$ cat src/rtl/irq_ctrl_pkg.sv
// Shared constants and helpers for the interrupt controller: register map,
// trigger-mode encoding and a lowest-set-bit priority encoder.
package irq_ctrl_pkg;

    localparam int unsigned MAX_CHAN = 8;

    localparam logic [2:0] REG_PEND = 3'd0;
    localparam logic [2:0] REG_MASK = 3'd1;
    localparam logic [2:0] REG_MODE = 3'd2;
    localparam logic [2:0] REG_ISR  = 3'd3;
    localparam logic [2:0] REG_OVF  = 3'd4;

    localparam logic MODE_TOGGLE = 1'b0;
    localparam logic MODE_LEVEL  = 1'b1;

    // Index of the lowest set bit; 0 when v is all zero (qualify with |v).
    function automatic logic [2:0] lsb_index(input logic [MAX_CHAN-1:0] v);
        logic [2:0] idx;
        idx = 3'd0;
        for (int i = int'(MAX_CHAN) - 1; i >= 0; i--) begin
            if (v[i]) begin
                idx = 3'(i);
            end
        end
        return idx;
    endfunction

endpackage

$ cat src/rtl/irq_ctrl_sync_edge.sv
// One IRQ channel front end: two-flop synchroniser, previous-sample register,
// toggle-event and level outputs. Reset preloads every stage from the live line.
module irq_sync_edge (
    input  logic i_clk,
    input  logic i_rst,
    input  logic i_irq,
    output logic o_event_c,
    output logic o_level
);

    logic r_sync1;
    logic r_sync2;
    logic r_prev;

    // Preloading on reset keeps a line that is already high from looking like an edge.
    always_ff @(posedge i_clk) begin
        if (i_rst) begin
            r_sync1 <= i_irq;
            r_sync2 <= i_irq;
            r_prev  <= i_irq;
        end else begin
            r_sync1 <= i_irq;
            r_sync2 <= r_sync1;
            r_prev  <= r_sync2;
        end
    end

    assign o_event_c = r_sync2 ^ r_prev;
    assign o_level   = r_sync2;

endmodule

$ cat src/rtl/irq_ctrl.sv
// Fixed-priority nesting interrupt controller with per-channel mask, trigger
// mode, pending/in-service/overflow tracking and a CPU ack/EOI handshake.
module irq_ctrl
    import irq_ctrl_pkg::*;
#(
    parameter int unsigned NCHAN      = 8,
    parameter logic [15:0] VEC_BASE   = 16'h0002,
    parameter int unsigned VEC_STRIDE = 2
) (
    input  logic             CLOCK,
    input  logic             RESET,
    input  logic [NCHAN-1:0] IRQ,
    input  logic [2:0]       I_ADDR,
    input  logic [7:0]       I_DATA,
    input  logic             I_WREN,
    output logic [7:0]       O_DATA,
    input  logic             I_IE,
    output logic             O_REQ,
    output logic [15:0]      O_VEC,
    input  logic             I_ACK,
    input  logic             I_EOI
);

    logic [NCHAN-1:0] r_pend;
    logic [NCHAN-1:0] r_mask;
    logic [NCHAN-1:0] r_mode;
    logic [NCHAN-1:0] r_isr;
    logic [NCHAN-1:0] r_ovf;

    logic [NCHAN-1:0] w_event;
    logic [NCHAN-1:0] w_level;

    logic [NCHAN-1:0] w_wdata;
    logic             w_wr_pend;
    logic             w_wr_mask;
    logic             w_wr_mode;
    logic             w_wr_ovf;

    logic [NCHAN-1:0] w_cand;
    logic [NCHAN-1:0] w_allow;
    logic [NCHAN-1:0] w_sel;
    logic             w_isr_any;
    logic [2:0]       w_isr_idx;
    logic             w_win_valid;
    logic [2:0]       w_win_idx;
    logic [NCHAN-1:0] w_win_oh;
    logic             w_ack_fire;
    logic [NCHAN-1:0] w_ack_oh;
    logic [NCHAN-1:0] w_isr_low;
    logic [NCHAN-1:0] w_eoi_clr;

    logic [NCHAN-1:0] w_mode_nxt;
    logic [NCHAN-1:0] w_mask_nxt;
    logic [NCHAN-1:0] w_pend_clr;
    logic [NCHAN-1:0] w_ovf_clr;
    logic [NCHAN-1:0] w_pend_nxt;
    logic [NCHAN-1:0] w_ovf_nxt;
    logic [NCHAN-1:0] w_isr_nxt;

    for (genvar g = 0; g < NCHAN; g++) begin : g_chan
        irq_sync_edge u_sync (
            .i_clk     (CLOCK),
            .i_rst     (RESET),
            .i_irq     (IRQ[g]),
            .o_event_c (w_event[g]),
            .o_level   (w_level[g])
        );
    end

    assign w_wdata   = I_DATA[NCHAN-1:0];
    assign w_wr_pend = I_WREN && (I_ADDR == REG_PEND);
    assign w_wr_mask = I_WREN && (I_ADDR == REG_MASK);
    assign w_wr_mode = I_WREN && (I_ADDR == REG_MODE);
    assign w_wr_ovf  = I_WREN && (I_ADDR == REG_OVF);

    // Winner: lowest candidate strictly above (lower index than) the active nesting level.
    always_comb begin
        w_cand    = r_pend & r_mask & ~r_isr;
        w_isr_any = |r_isr;
        w_isr_idx = lsb_index(MAX_CHAN'(r_isr));
        w_allow   = '0;
        for (int k = 0; k < int'(NCHAN); k++) begin
            w_allow[k] = !w_isr_any || (4'(k) < {1'b0, w_isr_idx});
        end
        w_sel       = w_cand & w_allow;
        w_win_valid = |w_sel;
        w_win_idx   = lsb_index(MAX_CHAN'(w_sel));
        w_win_oh    = NCHAN'(1) << w_win_idx;
    end

    assign O_REQ      = I_IE & w_win_valid;
    assign O_VEC      = w_win_valid ? (VEC_BASE + 16'(w_win_idx) * 16'(VEC_STRIDE)) : 16'h0000;
    assign w_ack_fire = I_ACK & O_REQ;
    assign w_ack_oh   = w_ack_fire ? w_win_oh : '0;
    assign w_isr_low  = r_isr & (~r_isr + NCHAN'(1));
    assign w_eoi_clr  = I_EOI ? w_isr_low : '0;

    // Next-state for the configuration and status registers.
    always_comb begin
        w_mode_nxt = w_wr_mode ? w_wdata : r_mode;
        w_mask_nxt = w_wr_mask ? w_wdata : r_mask;
        w_pend_clr = w_wr_pend ? w_wdata : '0;
        w_ovf_clr  = w_wr_ovf  ? w_wdata : '0;
        w_pend_nxt = r_pend;
        w_ovf_nxt  = r_ovf & ~w_ovf_clr;
        for (int k = 0; k < int'(NCHAN); k++) begin
            if (w_mode_nxt[k] == MODE_LEVEL) begin
                w_pend_nxt[k] = w_level[k];
            end else if (r_mode[k] == MODE_LEVEL) begin
                w_pend_nxt[k] = 1'b0;
            end else begin
                // A fresh edge outranks both software clear and acknowledge.
                w_pend_nxt[k] = w_event[k] | (r_pend[k] & ~w_pend_clr[k] & ~w_ack_oh[k]);
                w_ovf_nxt[k]  = w_ovf_nxt[k] | (w_event[k] & r_pend[k]);
            end
        end
        w_isr_nxt = (r_isr & ~w_eoi_clr) | w_ack_oh;
    end

    always_ff @(posedge CLOCK) begin
        if (RESET) begin
            r_pend <= '0;
            r_mask <= '0;
            r_mode <= '0;
            r_isr  <= '0;
            r_ovf  <= '0;
        end else begin
            r_pend <= w_pend_nxt;
            r_mask <= w_mask_nxt;
            r_mode <= w_mode_nxt;
            r_isr  <= w_isr_nxt;
            r_ovf  <= w_ovf_nxt;
        end
    end

    always_comb begin
        O_DATA = 8'h00;
        case (I_ADDR)
            REG_PEND: O_DATA = 8'(r_pend);
            REG_MASK: O_DATA = 8'(r_mask);
            REG_MODE: O_DATA = 8'(r_mode);
            REG_ISR:  O_DATA = 8'(r_isr);
            REG_OVF:  O_DATA = 8'(r_ovf);
            default:  O_DATA = 8'h00;
        endcase
    end

endmodule

$ cat config.mk
export PLATFORM = sky130hd
export DESIGN_NAME = irq_ctrl
export DESIGN_NICKNAME = d
export VERILOG_FILES = /design/src/rtl/irq_ctrl_pkg.sv /design/src/rtl/irq_ctrl_sync_edge.sv /design/src/rtl/irq_ctrl.sv
export SDC_FILE = /design/constraint.sdc
export NUM_CORES = 1
export LEC_CHECK = 0
export BUFFER_PORTS_ARGS = -buffer_cell sky130_fd_sc_hd__buf_2
export CORE_ASPECT_RATIO = 1.75
export CORE_MARGIN = 1.5
export CORE_UTILIZATION = 25
export CTS_CLUSTER_DIAMETER = 100
export CTS_CLUSTER_SIZE = 40
export DETAILED_ROUTE_END_ITERATION = 8
export SETUP_SLACK_MARGIN = 0.4
export SLEW_MARGIN = 20
export SYNTH_ARGS = -nofsm -noshare
export SYNTH_HDL_FRONTEND = slang
export SYNTH_SLANG_ARGS = --single-unit
$ cat constraint.sdc
create_clock -name CLOCK -period 2.7 [get_ports CLOCK]
set_input_delay 0.405 -clock CLOCK [delete_from_list [all_inputs] [get_ports CLOCK]]
set_output_delay 0.405 -clock CLOCK [all_outputs]
set_load 0.02 [all_outputs]
==> impl_results.md, run 1 <==
- Hold_sp: IRQ[2]
- Core area: 13010 µm²
- Gpl congestion: 0.8885
- Worst EP required: 2300 ps
- Synth Flop Type: dfxtp_1
- Gate Count Post-Synth: 395
- Multiplexer share of the synthesized area: 7.525%
- Simple-Gate Fraction of Synth Area: 18.94%
- Switch share: 25.94%
- Clk root buf: clkbuf_16
- Share of layout cells above drive strength 1: 31.91%
- Reg2reg path depth: 11
- Initial antenna violation count: 0
- Overflow after GRT: 0
- Post-synthesis xor/xnor area fraction: 2.097%
- Crit path time final: 2919 ps
- HPWL Detailed: 7.076 mm
- Most instantiated cells after synthesis: dfxtp_1, nor2_1, o21ai_0, a21oi_1, nand2_1
- CTS Buf Count: 9
- Largest net degree at the start of global routing: 54
- CP max FO: 6
- Warnings, synthesis: 0
- Clock sinks: 64
- Asr flop ratio synth: 0%
- Post-route antenna net violation count: 0
- R2R setup slack: 100 ps
- Die H: 156.0 µm
- Post-layout util: 35.36%
- First-pass GRT wire length: 15.03 mm
- Compound-Gate Fraction of Synth Area: 23.59%
- Crit. End Element: output pin
- Port buffer count: 37
- Cell Pwr Density: 581.7 nW/µm²
- Failing checks: setup timing
- RR Endpoint: r_pend[6]
- Vias in the first global route: 3093
- Cell-internal power: 1.981 mW
- Avg Cell Area, Syn: 8.461 µm²
- VDD IR max: 0.3011 mV
- Vias: 3158
- Die Wd: 90.40 µm
- Max Clock Skew: 8.716 ps
- Switch Pwr: 0.6941 mW
- CTS tree: built
- Area delta synth->final: 37.63%
- Worst hold path class: input pin to flip-flop
- # diodes: 0
- Number of synthesized flops with an enable pin: 0
- Reg-to-Reg Start: r_isr[0]
- Post-CTS Hold Fix Bufs: 0
- Area of the die: 14100 µm²
- Post-Syn Area: 3342 µm²
- Main combinational cell family by area after synthesis: compound AO/OA/AOI/OAI gates
- Rows: 55
- Critical path class: flip-flop to output pin
- # fillers: 1321
- I/O Pins: 50
- WHS Path Cells: 1
- Starting density of the core: 25.70%
- Clock network power share: 44.1%
- Initial DRC Count: 210
- Worst Tran Pin Value: 938.4 ps
- Hold worst-path end: g_chan[2].u_sync.r_sync1
- Critical path origin: r_isr[0]
- Rel. slew slack: 37.44%
- FMAX: 342.5 MHz
- Vias/cell: 4.950
- Drt total wl: 9.651 mm
- Aggregate global-route resource usage: 13.74%
- Part of the power in combinational logic: 15.6%
- # setup viols final: 2
- Fraction of the yosys area taken by sequential cells: 38.34%
- Final worst slack: -219.4 ps
- Adder-cell share of the synthesized area: 2.246%
- Deepest clock path buffer count: 2
- Worst slack at placement: 19.01 ps
- Count leader, synth: dfxtp_1
- Sequential share of power: 40.3%
- Share of the synthesized area in the top cell type: 38.34%
- Top cells by area, synth: dfxtp_1, a22oi_1, mux2i_1
- Max Cap Viol: 0
- Arrival @ worst endpoint: 2510 ps
- WL/cell: 15.13 µm
- Number of H-tree levels: 3
- CP Launch Type: flip-flop
- Final Hold Viols: 0
- Residual DRC: 0
- Leak pwr: 1.903 nW
- Status: finished with violations
- RSZ-0062 raised after global routing: yes
- Synth area leader: dfxtp_1
- Drt first pass iters: 4
- Clk_lat worst skew: 340 ps
- Synth cell types: 52
- Seq cells post-synth: 64
- Clk slew on worst S/H paths: 50 ps
- Final Max Tran Viols: 0
- Fin crit share: 108.1%
- Fin nets: 494
-- power by group through the flow --
| stage | clock (mW) | sequential (mW) | combinational, mW |
|---|---|---|---|
| floorplan | 0 | 1.08 | 0.272 |
| global placement | 0 | 1.09 | 0.360 |
| detailed placement | 0 | 1.10 | 0.367 |
| CTS | 1.20 | 1.08 | 0.401 |
| global route | 1.24 | 1.09 | 0.462 |
| finish | 1.18 | 1.08 | 0.417 |
-- state kept, by name, summed over array words and instances, names as in the netlist --
register and cells:
r_pend 8, r_mode 8, r_ovf 8, g_chan.u_sync.r_sync1 8, r_isr 8, g_chan.u_sync.o_level 8, r_mask 8, g_chan.u_sync.r_prev 8
-- logic make-up after synthesis --
family                     after synthesis
xor gates and xnor gates                 8
adders and majority gates                6
buffers and inverters                   51
muxes                                   23
AOI/OAI and AO/OA                      123
and+or+nand+nor                        119
DFF                                     64
other                                    1
-- worst max-delay path by stage --
stage | endpoint | slack (ps) | cells past startpoint
finish | O_VEC[3] | -220 | 9
global route | O_VEC[3] | -280 | 9
CTS | O_VEC[3] | -200 | 9
detailed placement | O_VEC[3] | 20 | 9
global placement | O_VEC[3] | 70 | 9
floorplan | O_VEC[3] | 280 | 8
-- final cells by class --
cell class | count | area, µm² | share of cell area, %
clock buffers | 12 | 266.5 | 5.794
flip-flops and latches | 64 | 1290 | 28.05
repair buffers | 76 | 524.3 | 11.40
multi-input cells | 291 | 2186 | 47.52
well taps | 171 | 214.0 | 4.652
clock inverters | 3 | 40.04 | 0.8705
inverters | 21 | 78.83 | 1.714
-- worst max-delay path: stages, from the launching register on --
cell and delay [ps]:
dfxtp_4 360, or4_4 530, nor4_4 190, and3_4 240
a31oi_4 40, a21oi_4 200, ha_4 180, ha_4 190
and2_4 130, buf_6 120
-- metal layers --
metal  global-route usage [%]  wire length (µm)  vias to the layer above
met1                    13.74              3709                     1499
met5                        0                 0                        -
li1                         -                 -                     1530
met4                    9.599               465                        0
met3                    2.875               345                       34
met2                    25.11              5132                       95
-- what timing repair did --
action                                  CTS  global route
setup buffers                            11             4
pin swaps                                19            12
endpoints found under the setup margin   19            19
resized for setup                        56            18
endpoints found under the hold margin     0             0
-- placed cells by master (no fill, tap or decap), types with 4 or more instances in the layout --
cell and instances:
dfxtp_1 59, buf_4 35, nor2_1 34, buf_2 32, o21ai_0 25, nand2_1 21
inv_1 21, a22oi_1 20, a21oi_1 20, mux2i_1 15, conb_1 12, nand2b_1 10
clkbuf_16 9, buf_6 9, o22ai_1 8, mux2_2 7, nor2b_1 6, xnor2_1 6
o21bai_1 6, or3_1 5, a31oi_1 5, a21o_1 5, ha_4 5, nand3_4 4
o21ai_1 4, nand3_1 4, dfxtp_2 4
-- per-stage QoR --
stage          area [µm²]  cells  TNS (ps)  hold slack [ps]  total power, mW
2_1_floorplan        3415    406         0            415.4            1.347
3_3_place_gp         3840    608         0            418.2            1.452
3_5_place_dp         3840    608         0            432.5            1.463
4_1_cts              4468    634    -259.0            177.9            2.676
5_1_grt              4599    638    -467.1            174.1            2.787
6_report             4599    638    -295.4            184.6            2.675
(Power assumes the default switching activity.)
==> run 2, diff against run 1 <==
Settings changed: BUFFER_PORTS_ARGS -buffer_cell sky130_fd_sc_hd__buf_2 to -buffer_cell sky130_fd_sc_hd__buf_4, CAP_MARGIN from default to 20.
==> impl_results.md, run 2 (synthesis results as in run 1) <==
- Most common cell after layout, fill and taps aside: dfxtp_1
- Drt total wl: 9.881 mm
- Final Max Tran Viols: 0
- Clk slew on worst S/H paths: 60 ps
- Fin nets: 488
- Placed instance area: 3880 µm²
- CP Launch Type: flip-flop
- Arrival @ worst endpoint: 2490 ps
- Vias/cell: 4.975
- Residual DRC: 0
- Finished Cell Area: 4562 µm²
- I/O Pins: 50
- CTS tree: built
- Clk_lat worst skew: 330 ps
- Share of layout cells above drive strength 1: 29.22%
- Reg2reg path depth: 15
- Gpl congestion: 0.8743
- Sequential share of power: 40.9%
- Post-route antenna net violation count: 0
- Area delta synth->final: 36.50%
- Status: finished with violations
- WHS Path Cells: 1
- Switch share: 27.28%
- WHS: 180.0 ps
- Die Wd: 90.40 µm
- Final Hold Viols: 0
- Port buffer count: 37
- Vias in the first global route: 3135
- Largest net degree at the start of global routing: 67
- Starting density of the core: 25.70%
- Initial antenna violation count: 0
- Leak pwr: 1.879 nW
- # setup viols final: 7
- Max Clock Skew: 7.948 ps
- Hold_sp: IRQ[2]
- RR Endpoint: r_isr[5]
- Cell-internal power: 1.917 mW
- Switch Pwr: 0.7193 mW
- Worst EP required: 2300 ps
- Rows: 55
- Initial DRC Count: 160
- Cell Pwr Density: 578.0 nW/µm²
- Overflow after GRT: 0
- Drt first pass iters: 5
- Failing checks: setup timing
- Core area: 13010 µm²
- Aggregate global-route resource usage: 14.29%
- Die H: 156.0 µm
- Deepest clock path buffer count: 2
- R2R setup slack: -150 ps
- Rel. slew slack: 53.78%
- Part of the power in combinational logic: 15.9%
- HPWL Detailed: 7.038 mm
- Most frequent cells in the layout: dfxtp_1, buf_4, nor2_1
- # diodes: 0
- Vias: 3149
- Clock network power share: 43.2%
- Area of the die: 14100 µm²
- Hold worst-path end: g_chan[2].u_sync.r_sync1
- First-pass GRT wire length: 15.73 mm
- Reg-to-Reg Start: r_isr[1]
- Worst slack at placement: 27.17 ps
- WL/cell: 15.61 µm
- Max Cap Viol: 0
- FMAX: 345.6 MHz
- Worst Tran Pin Value: 693.3 ps
- Fin crit share: 107.2%
- Clock sinks: 64
- Setup TNS: -674.1 ps
- VDD IR max: 0.2904 mV
- Crit path time final: 2893 ps
- RSZ-0062 raised after global routing: yes
- Critical path class: flip-flop to output pin
- Worst hold path class: input pin to flip-flop
- CP max FO: 4
- CTS Buf Count: 9
- Final worst slack: -193.2 ps
- Crit. End Element: output pin
- Number of H-tree levels: 3
- Clk root buf: clkbuf_16
-- run 2: layout make-up --
cell class | instances | area [µm²]
sequential | 64 | 1287
tap | 171 | 214.0
timing repair buffer | 70 | 566.8
clock inverter | 7 | 72.57
inverter | 21 | 78.83
clock buffer | 9 | 225.2
multi-input combinational | 291 | 2117
fill | 1322 | 8444
-- run 2: worst max-delay path: stages, from the launching register on --
cell	delay, ps
dfxtp_4	350
or4_4	520
nor4_4	180
and3_4	240
a31oi_4	50
a21oi_4	200
ha_4	170
ha_4	190
and2_4	130
buf_6	120
-- run 2: routing by layer --
metal | global-route usage, % | part of all wire (%)
met2 | 25.76 | 55
met4 | 10.51 | 3.4
met1 | 14.62 | 37
met3 | 2.632 | 4.0
met5 | 0 | 0
-- run 2: how the worst max path moves through the flow --
| stage | start | endpoint | slack [ps] | cells past startpoint |
|---|---|---|---|---|
| finish | r_isr[1] | O_VEC[3] | -190 | 9 |
| global route | r_isr[1] | O_VEC[3] | -260 | 9 |
| CTS | r_isr[0] | O_VEC[3] | -190 | 9 |
| detailed placement | r_isr[1] | O_VEC[3] | 30 | 9 |
| global placement | r_isr[1] | O_VEC[3] | 70 | 9 |
| floorplan | r_isr[1] | O_VEC[3] | 280 | 8 |
-- run 2: power groups by stage --
stage / logic [mW] / clock network [mW] / registers, mW
6_report: 0.418 / 1.14 / 1.08
3_3_place_gp: 0.368 / 0 / 1.09
5_1_grt: 0.464 / 1.22 / 1.09
3_5_place_dp: 0.378 / 0 / 1.10
2_1_floorplan: 0.272 / 0 / 1.08
4_1_cts: 0.403 / 1.17 / 1.08
-- run 2: timing repair --
item | 4_1_cts | 5_1_grt
setup endpoints to repair | 19 | 19
gates resized for setup | 33 | 24
buffers inserted | 10 | 6
hold buffers | 0 | 0
pin swaps | 7 | 10
-- run 2: metrics by stage --
stage | utilization, % | total power [mW] | instances
after floorplan | - | 1.347 | 406
after global placement | 29.83 | 1.461 | 601
after detailed placement | 29.83 | 1.474 | 601
after CTS | 33.85 | 2.650 | 627
after global routing | 35.07 | 2.770 | 633
final | 35.07 | 2.637 | 633
